[src/rtl/pipeline_run_controller.sv]
// pipeline_run_controller: reset/run sequencer for the 4-stage core.
// Optional PC-change trace: define RUN_CTRL_PC_TRACE_EN.
module pipeline_run_controller #(
  parameter int RST_CYCLES  = 2,
  parameter int MAX_CYCLES  = 9,
  parameter int HALT_STABLE = 3,
  parameter int CNT_W       = 16,
  parameter int PC_W        = 32
) (
  input  logic             clk,
  input  logic             reset,
  input  logic             start,
  input  logic             abort,
  input  logic [PC_W-1:0]  pc_in,
  output logic             core_reset,
  output logic             core_run,
  output logic             busy,
  output logic             done,
  output logic             halted,
  output logic             timeout,
  output logic [CNT_W-1:0] cycle_count,
  output logic [PC_W-1:0]  final_pc,
  output logic [CNT_W-1:0] pc_changes
);

  localparam int HW = $clog2(RST_CYCLES + 1);
  localparam int SW = $clog2(HALT_STABLE + 1);

  typedef enum logic [1:0] {
    S_IDLE,
    S_HOLD,
    S_RUN,
    S_DONE
  } state_t;

  state_t          state_q;
  state_t          state_d;
  logic [HW-1:0]   hold_q;
  logic [HW-1:0]   hold_d;
  logic [SW-1:0]   stab_q;
  logic [SW-1:0]   stab_d;
  logic [SW-1:0]   stab_nx;
  logic [PC_W-1:0] prev_q;
  logic [PC_W-1:0] prev_d;
  logic            have_q;
  logic            have_d;
  logic            same;
  logic            hit_halt;
  logic            hit_to;
  logic            halted_d;
  logic            timeout_d;
  logic [CNT_W-1:0] cc_d;
  logic [CNT_W-1:0] cc_nx;
  logic [PC_W-1:0] fpc_d;

  // state register
  always_ff @(posedge clk) begin
    if (reset) begin
      state_q <= S_IDLE;
    end else begin
      state_q <= state_d;
    end
  end

  // next state, counters and run-exit flags
  always_comb begin
    state_d   = state_q;
    hold_d    = hold_q;
    stab_d    = stab_q;
    prev_d    = prev_q;
    have_d    = have_q;
    halted_d  = halted;
    timeout_d = timeout;
    cc_d      = cycle_count;
    fpc_d     = final_pc;
    same      = have_q && (pc_in == prev_q);
    stab_nx   = same ? stab_q + 1'b1 : '0;
    cc_nx     = (&cycle_count) ? cycle_count
                               : cycle_count + 1'b1;
    hit_halt  = (stab_nx == SW'(HALT_STABLE));
    hit_to    = (MAX_CYCLES != 0) &&
                (cc_nx == CNT_W'(MAX_CYCLES));
    unique case (state_q)
      S_IDLE, S_DONE: begin
        if (start) begin
          state_d   = S_HOLD;
          hold_d    = '0;
          halted_d  = 1'b0;
          timeout_d = 1'b0;
          cc_d      = '0;
          fpc_d     = '0;
        end
      end
      S_HOLD: begin
        if (abort) begin
          state_d   = S_IDLE;
          halted_d  = 1'b0;
          timeout_d = 1'b0;
        end else begin
          hold_d = hold_q + 1'b1;
          if (hold_q == HW'(RST_CYCLES - 1)) begin
            state_d = S_RUN;
            stab_d  = '0;
            have_d  = 1'b0;
          end
        end
      end
      S_RUN: begin
        cc_d   = cc_nx;
        stab_d = stab_nx;
        prev_d = pc_in;
        have_d = 1'b1;
        if (abort) begin
          state_d   = S_IDLE;
          halted_d  = 1'b0;
          timeout_d = 1'b0;
        end else if (hit_halt) begin
          state_d  = S_DONE;
          halted_d = 1'b1;
          fpc_d    = pc_in;
        end else if (hit_to) begin
          state_d   = S_DONE;
          timeout_d = 1'b1;
          fpc_d     = pc_in;
        end
      end
      default: state_d = S_IDLE;
    endcase
  end

  // datapath registers and registered status outputs
  always_ff @(posedge clk) begin
    if (reset) begin
      hold_q      <= '0;
      stab_q      <= '0;
      prev_q      <= '0;
      have_q      <= 1'b0;
      halted      <= 1'b0;
      timeout     <= 1'b0;
      cycle_count <= '0;
      final_pc    <= '0;
      core_reset  <= 1'b1;
      core_run    <= 1'b0;
      busy        <= 1'b0;
      done        <= 1'b0;
    end else begin
      hold_q      <= hold_d;
      stab_q      <= stab_d;
      prev_q      <= prev_d;
      have_q      <= have_d;
      halted      <= halted_d;
      timeout     <= timeout_d;
      cycle_count <= cc_d;
      final_pc    <= fpc_d;
      core_reset  <= (state_d != S_RUN);
      core_run    <= (state_d == S_RUN);
      busy        <= (state_d == S_HOLD) ||
                     (state_d == S_RUN);
      done        <= (state_d == S_DONE);
    end
  end

`ifdef RUN_CTRL_PC_TRACE_EN
  logic go;
  logic chg;

  assign go  = ((state_q == S_IDLE) ||
                (state_q == S_DONE)) && start;
  assign chg = (state_q == S_RUN) && have_q &&
               (pc_in != prev_q);

  // saturating count of PC changes during RUN
  always_ff @(posedge clk) begin
    if (reset) begin
      pc_changes <= '0;
    end else if (go) begin
      pc_changes <= '0;
    end else if (chg && !(&pc_changes)) begin
      pc_changes <= pc_changes + 1'b1;
    end
  end
`else
  assign pc_changes = '0;
`endif

endmodule

[config.mk]
export PLATFORM = sky130hd
export DESIGN_NAME = pipeline_run_controller
export DESIGN_NICKNAME = d
export VERILOG_FILES = /design/src/rtl/pipeline_run_controller.sv
export SDC_FILE = /design/constraint.sdc
export NUM_CORES = 1
export LEC_CHECK = 0
export CORE_AREA = 4 4 113 115
export DETAILED_ROUTE_END_ITERATION = 8
export DIE_AREA = 0 0 117 119
export GPL_ROUTABILITY_DRIVEN = 0
export MAX_ROUTING_LAYER = met4
export PLACE_DENSITY = 0.73
export SYNTH_ARGS = -nofsm -noshare
export SYNTH_HDL_FRONTEND = slang
export SYNTH_SLANG_ARGS = --single-unit
[constraint.sdc]
create_clock -name clk -period 3.4 [get_ports clk]
set_input_delay 0.68 -clock clk [delete_from_list [all_inputs] [get_ports clk]]
set_output_delay 0.68 -clock clk [all_outputs]
set_load 0.01 [all_outputs]
; ---- After elaboration in Yosys (flattened, before gate mapping)
; Index checks and enable logic that the tools add are counted.
[word_totals]
ff_bits = 93
inputBits = 36
elab_cells = 84
[op_classes]
addsub = 3
n_eq_ne = 20
n_mux = 34
reduce_logical = 14
[ops]
columns = op, count
row1 = $mux 32, 4
row2 = $pmux 32 s2, 1
row3 = $eq 32x32->1, 1
row4 = $mux 16, 2
row5 = $pmux 16 s2, 1
row6 = $mux 2, 11
row7 = $add 16x1->16 const B, 1
row8 = $eq 16x4->1 const B, 1
row9 = $reduce_and 16->1, 1
row10 = $ne 2x2->1 const B, 6
row11 = $ne 3x3->1 const B, 4
row12 = $eq 2x2->1 const B, 5
row13 = $mux 1, 9
row14 = $reduce_and 3->1, 3
row15 = $pmux 2 s2, 2
row16 = $reduce_and 4->1, 2
row17 = $eq 2x1->1 const B, 3
row18 = $pmux 1 s3, 2
row19 = $pmux 2 s3, 1
row20 = $reduce_bool 2->1, 3
row21 = $add 2x1->2 const B, 2
row22 = $logic_not 2->1, 1
row23 = $pmux 1 s2, 1
row24 = $reduce_and 2->1, 1
row25 = 3 further kinds, 3

; ---- Longest topological paths before layout
[depth]
word_depth = 9
depth_mapped = 12
depth_no_buf = 10

; ---- Least setup slack after synthesis
; No wires, ideal clock.
[synth_path]
path_type = reg-to-reg
startpoint = register cycle_count[0]
endpoint = register done
setup_ps = 128
arrival_time_ps = 2609
path_slack_ps = 663
path_stages_with_launch = 12
cell_sequence = dfxtp_1 > ha_1 > buf_2 > nand4_4 > nor3_2 > nor3_1 > o21ai_0 > nor3_1 > o41ai_1 > inv_1 > ha_1 > nor2b_1
[synth_between]
elab_chain_cells = 8
[synth_rtl]
columns = item, line_no
row1 = "start, declared", 21  ; output logic [CNT_W-1:0] cycle_count,
row2 = "start signal, assigned", 140  ; cycle_count <= '0;
row3 = "start signal, assigned", 153  ; cycle_count <= cc_d;
row4 = $add 16x1->16 or $reduce_and 16->1 (tied branches), "79, 78"
row5 = $mux 16 (*), 78  ; cc_nx = (&cycle_count) ? cycle_count
row6 = $eq 16x4->1 (*), 82  ; (cc_nx == CNT_W'(MAX_CYCLES));
row7 = $mux 2 (*), 121  ; end else if (hit_to) begin
row8 = $mux 2 (*), 117  ; end else if (hit_halt) begin
row9 = $mux 2 (*), 113  ; if (abort) begin
row10 = $pmux 2 s3 (*), 83  ; unique case (state_q)
row11 = named net state_d[0], 37  ; state_t state_d;
row12 = $eq 2x2->1 (*), 159  ; done <= (state_d == S_DONE);
row13 = "end signal, assigned", 159
row14 = "end, declared", 18  ; output logic done,
; Mark *: on every way through the listed nets, which the timed path passes. The rest lies on a longest branch.
; A chain may end at the register's enable or synchronous reset.

; ---- Final worst setup path
[layout_path]
startpoint = register cycle_count[0]
endpoint = register busy
[layout_between]
elab_chain_cells = 9
[layout_rtl]
columns = item, line_no
row1 = $add 16x1->16 or $reduce_and 16->1 (tied branches), "79, 78"
row2 = $mux 16 (*), 78
row3 = $eq 16x4->1 (*), 82
row4 = $mux 2 (*), 121
row5 = $mux 2 (*), 117
row6 = $mux 2 (*), 113
row7 = $pmux 2 s3 (*), 83
row8 = named net state_d[1], 37
row9 = $eq 2x1->1 or $eq 2x2->1 (tied branches), "157, 158"
row10 = $logic_or 1x1->1 (*), 157  ; busy <= (state_d == S_HOLD) ||
row11 = "end signal, assigned", 157
row12 = "end, declared", 17  ; output logic busy,
; Marked as above.

==> run summary <==
The setup slack on the worst flop-to-flop path came out at 230 ps. For this run, the leading register cell type out of synthesis is sky130_fd_sc_hd__dfxtp_1. The starting density of the core is 0.3935. The total inserted antenna cells is 0. The maximum number of pins on one net before global-route repair is 36. The signal on the critical path passes through ha_1 > nand4_4 > nor3_2 > nor3_1 > o21ai_0 > nor3_1 > or2_2 > o311a_1 > ha_1 > nor2_1.

At the worst endpoint, the arrival time is approximately 3400 ps. The complex-gate fraction of the synthesized area is 0.1820. The share of Yosys cell area claimed by the top area cell type is 0.4005. 106 I/O pins were placed.

The flow ran to the end, and the final reports show no timing, DRC or antenna violations. Among cell families on the critical path, the largest total delay comes from simple AND/OR/NAND/NOR gates. Ranked by total cell area, the synthesized netlist is headed by sky130_fd_sc_hd__dfxtp_1, sky130_fd_sc_hd__mux2i_1, sky130_fd_sc_hd__a22o_1. In this design, the stage delay of the slowest critical-path cell is ~500 ps. Synthesis handed over a netlist of roughly 500 instances.

The highest net fanout along the worst path came out at 9. The proportion of layout cells with a drive suffix above 1 came out at 0.07021. The final hold slack came out at between 400 and 500 ps. For the worst-skew pair, the clock arrives at the later sink with an insertion delay of 350 ps. The sum of routed wire length over all layers came out at between 10000 and 15000 um. The post-cts sizing count is 0. The worst clock skew is 8.466 ps. The cell-internal power is between 0.0015 and 0.002 W. Of the total synthesized cell area, the portion taken by XOR and XNOR cells is 0.06406. The largest total area in the synthesized netlist belongs to sky130_fd_sc_hd__dfxtp_1. The shortest clock period the worst path allows after layout is about 3200 ps. In the post-synthesis netlist, the cell with the most instances is sky130_fd_sc_hd__dfxtp_1.

The critical path class is flop to flop. The global routing usage on met1 came out at 0.2105. Max-cap violations in this run came to 0.

The width of the die came out at 117 um. The maximum resistive drop on vdd is a little under 0.3 mV. The number of warning messages in the yosys log is 0. The power density of the placed cells came out at 390.7 nW/um2. In this run the critical register-to-register path is captured at busy.

The maximum operating frequency is approximately 0.32 GHz. After detailed routing, the average wire length per cell comes to ~16 um. The number of register bits inferred by synthesis came out at just over 90. The number of failing hold endpoints at the final stage came to 0. The worst hold path belongs to the class flop to flop. The count of final max-slew check failures is 0. The hold path endpoint is final_pc[14].

The total number of vias is 4095. The post-route clock period utilization came out at 0.9321. Setup repair after global routing left no endpoint under its margin. The number of input and output port buffers inserted is roughly 90.

The unique cell type count in the Yosys netlist came out at slightly below 60. The proportion of total power due to net switching came out at 0.2535. The overall die area came out at around 14000 um2. The capturing element type of the critical path is a flop.

The mapped netlist covers roughly 4600 um2. The synthesis-to-finish area growth is 26.16%. The total of endpoints with negative setup slack in the final report is 0. In this run the static leakage power is 2.042 nW. The adder and majority cell fraction of the synthesized area is 0.01884.

The source of the worst register-to-register timing path is cycle_count[0]. The number of placement rows is 40. The share of cell area taken by muxes after synthesis is 0.07537. Summed over all nets, the half-perimeter wirelength after detailed placement is approximately 8600 um. In the routed design, unresolved DRC markers number 0. Counting instances in the post-synthesis netlist gives the leading cell types as sky130_fd_sc_hd__dfxtp_1, sky130_fd_sc_hd__nor2_1, sky130_fd_sc_hd__mux2i_1. In this run, synthesis inferred 0 flip-flops with an integrated enable.

The global routing stage identified its most utilized layer as met2. The depth of the worst hold-timing path came out at 1. The maximum buffer depth of the clock tree is 2.

The count of nets after finishing came out at 622. The part of the power in combinational logic is 0.101. The number of buffers inserted to repair setup after CTS is 0. STA classifies the critical path startpoint as a flop. The actual slew at the worst max-slew pin came out at 697.9 ps. The launch point of the worst hold path is final_pc[14]. The number of levels in the clock H-tree is 3.

The analysis attributes to net switching a power of between 0.0005 and 0.0006 W. Measured along the y axis, the die boundary spans about 120 um. The number of DRC markers in iteration 0 is 367. In the final timing run, aggregate negative setup slack is 0 ps. The synthesized area divided by synthesized cell count came out at 9.204 um2. The total iterations of the first detailed-routing run came out at 5. The sum of buffers and inverters on the critical path is 0.

The worst endpoint required time came out at ~3600 ps. Of the total synthesized cell area, the portion taken by AND, OR, NAND and NOR gates is 0.1857. In the global route stage, met3 resource usage came out at 0.04065. The root buffer selected by CTS is sky130_fd_sc_hd__clkbuf_16.

The number of standard cells in the layout, taps in and fillers out is around 730. The clock transition at the registers of the reported paths is ~70 ps. The remaining number of nets flagged by the antenna check after routing is 0.

The first-pass GRT wire length is between 15000 and 20000 um. The remaining global-route overflow is 0. After synthesis, the largest family of logic cells by area is simple AND/OR/NAND/NOR gates.

The relative slew slack came out at 0.5347. The number of global-route vias before repair came out at ~4k. Using the TritonRoute via totals, the vias-per-cell ratio works out to ~5.6. The cell type of the slowest stage on the worst timing path is sky130_fd_sc_hd__dfxtp_1. After clock tree synthesis, the flow added hold-fix buffers numbering 0. The met2 track demand over resource is 0.2959. The proportion of synthesized chip area in sequential cells is 0.4005.

The share of synthesized flip-flops with an asynchronous set or reset is 0. The share of total power dissipated in sequential elements is 0.480. In the global route stage, overall resource usage came out at 0.1789.

The core area is 11810 um2. The number of cells after detailed placement came out at 715. TritonCTS built the clock tree. The total clock sinks is slightly above 90. The number of buffers inserted during clock tree synthesis is 9. The initial antenna violation count is 0.

The part of the total power dissipated in the clock network came out at 0.419. The logic depth of the worst register-to-register path is 10.
[cells by family (layout without fill, tap and decap cells)]
logic type | count (synthesis) | in the layout
adders and majority gates | 7 | 7
and+or+nand+nor | 158 | 158
buffers and inverters | 60 | 124
xor gates and xnor gates | 34 | 34
muxes | 35 | 35
AOI/OAI and AO/OA | 117 | 117
DFF | 93 | 93
other | 1 | 16
[cell type report]
class                   count  area (um2)
well taps                 147       183.9
repair buffers            100       993.5
fillers                  1100        5947
multi-input cells         367        2512
clock inverters             6       43.79
clock buffers              10       239.0
inverters                   8       30.03
flip-flops and latches     93        1862
[per-stage QoR]
step,instance area [um2],power [W],setup slack (ps),utilization
6_report,5864,0.002291,230.8,0.4965
5_1_grt,5864,0.002380,6.205,0.4965
4_1_cts,5864,0.002318,267.6,0.4965
3_5_place_dp,5582,0.001354,32.16,0.4726
3_3_place_gp,5582,0.001349,60.66,0.4726
2_1_floorplan,4705,0.001259,663.0,-
[worst max path at each step]
| stage | start | endpoint | depth (start not counted) |
|---|---|---|---|
| floorplan | cycle_count[0] | done | 11 |
| global placement | pc_in[8] | final_pc[30] | 9 |
| detailed placement | pc_in[6] | final_pc[25] | 9 |
| CTS | cycle_count[0] | busy | 10 |
| global route | cycle_count[0] | busy | 10 |
| finish | cycle_count[0] | busy | 10 |
[per-layer routing]
metal  part of all wire  wire [um]
met1               0.42       4996
met2               0.49       5847
met3              0.060        706
met4              0.024        279
met5                  0          0
[power by group through the flow]
stage / sequential, W / clock (W) / combinational [W]
after floorplan: 0.00112 / 0 / 0.000135
after global placement: 0.00112 / 0 / 0.000224
after detailed placement: 0.00112 / 0 / 0.000230
after CTS: 0.00110 / 0.000987 / 0.000231
after global routing: 0.00110 / 0.00102 / 0.000256
final: 0.00110 / 0.000961 / 0.000231
[placed cells by master (no fill, tap or decap), types with 3 or more instances in the layout]
cell / Yosys / routed
sky130_fd_sc_hd__a211oi_1: 6 / 6
sky130_fd_sc_hd__a21oi_1: 17 / 17
sky130_fd_sc_hd__a22o_1: 32 / 32
sky130_fd_sc_hd__a22oi_1: 4 / 4
sky130_fd_sc_hd__a311oi_1: 6 / 6
sky130_fd_sc_hd__a31oi_1: 6 / 6
sky130_fd_sc_hd__a41oi_1: 3 / 3
sky130_fd_sc_hd__and3_1: 4 / 4
sky130_fd_sc_hd__and4_1: 5 / 5
sky130_fd_sc_hd__buf_4: 20 / 9
sky130_fd_sc_hd__clkbuf_16: 0 / 9
sky130_fd_sc_hd__clkdlybuf4s50_1: 0 / 88
sky130_fd_sc_hd__conb_1: 1 / 16
sky130_fd_sc_hd__dfxtp_1: 93 / 93
sky130_fd_sc_hd__ha_1: 7 / 6
sky130_fd_sc_hd__inv_1: 8 / 8
sky130_fd_sc_hd__mux2i_1: 35 / 35
sky130_fd_sc_hd__nand2_1: 20 / 20
sky130_fd_sc_hd__nand3_1: 11 / 11
sky130_fd_sc_hd__nand4_1: 14 / 14
sky130_fd_sc_hd__nor2_1: 57 / 57
sky130_fd_sc_hd__nor2b_1: 7 / 7
sky130_fd_sc_hd__nor3_1: 12 / 11
sky130_fd_sc_hd__nor4_1: 6 / 6
sky130_fd_sc_hd__o21ai_0: 21 / 21
sky130_fd_sc_hd__o31ai_1: 3 / 3
sky130_fd_sc_hd__or3_1: 3 / 3
sky130_fd_sc_hd__xnor2_1: 26 / 26
sky130_fd_sc_hd__xor2_1: 8 / 8
[registers in the layout, indices dropped and copies added (netlist names)]
register and count:
busy 1, core_reset 1, core_run 1, cycle_count 16, done 1, final_pc 32
halted 1, have_q 1, hold_q 2, prev_q 32, stab_q 2, state_q 2
timeout 1
Power figures use the tool's default switching activity.
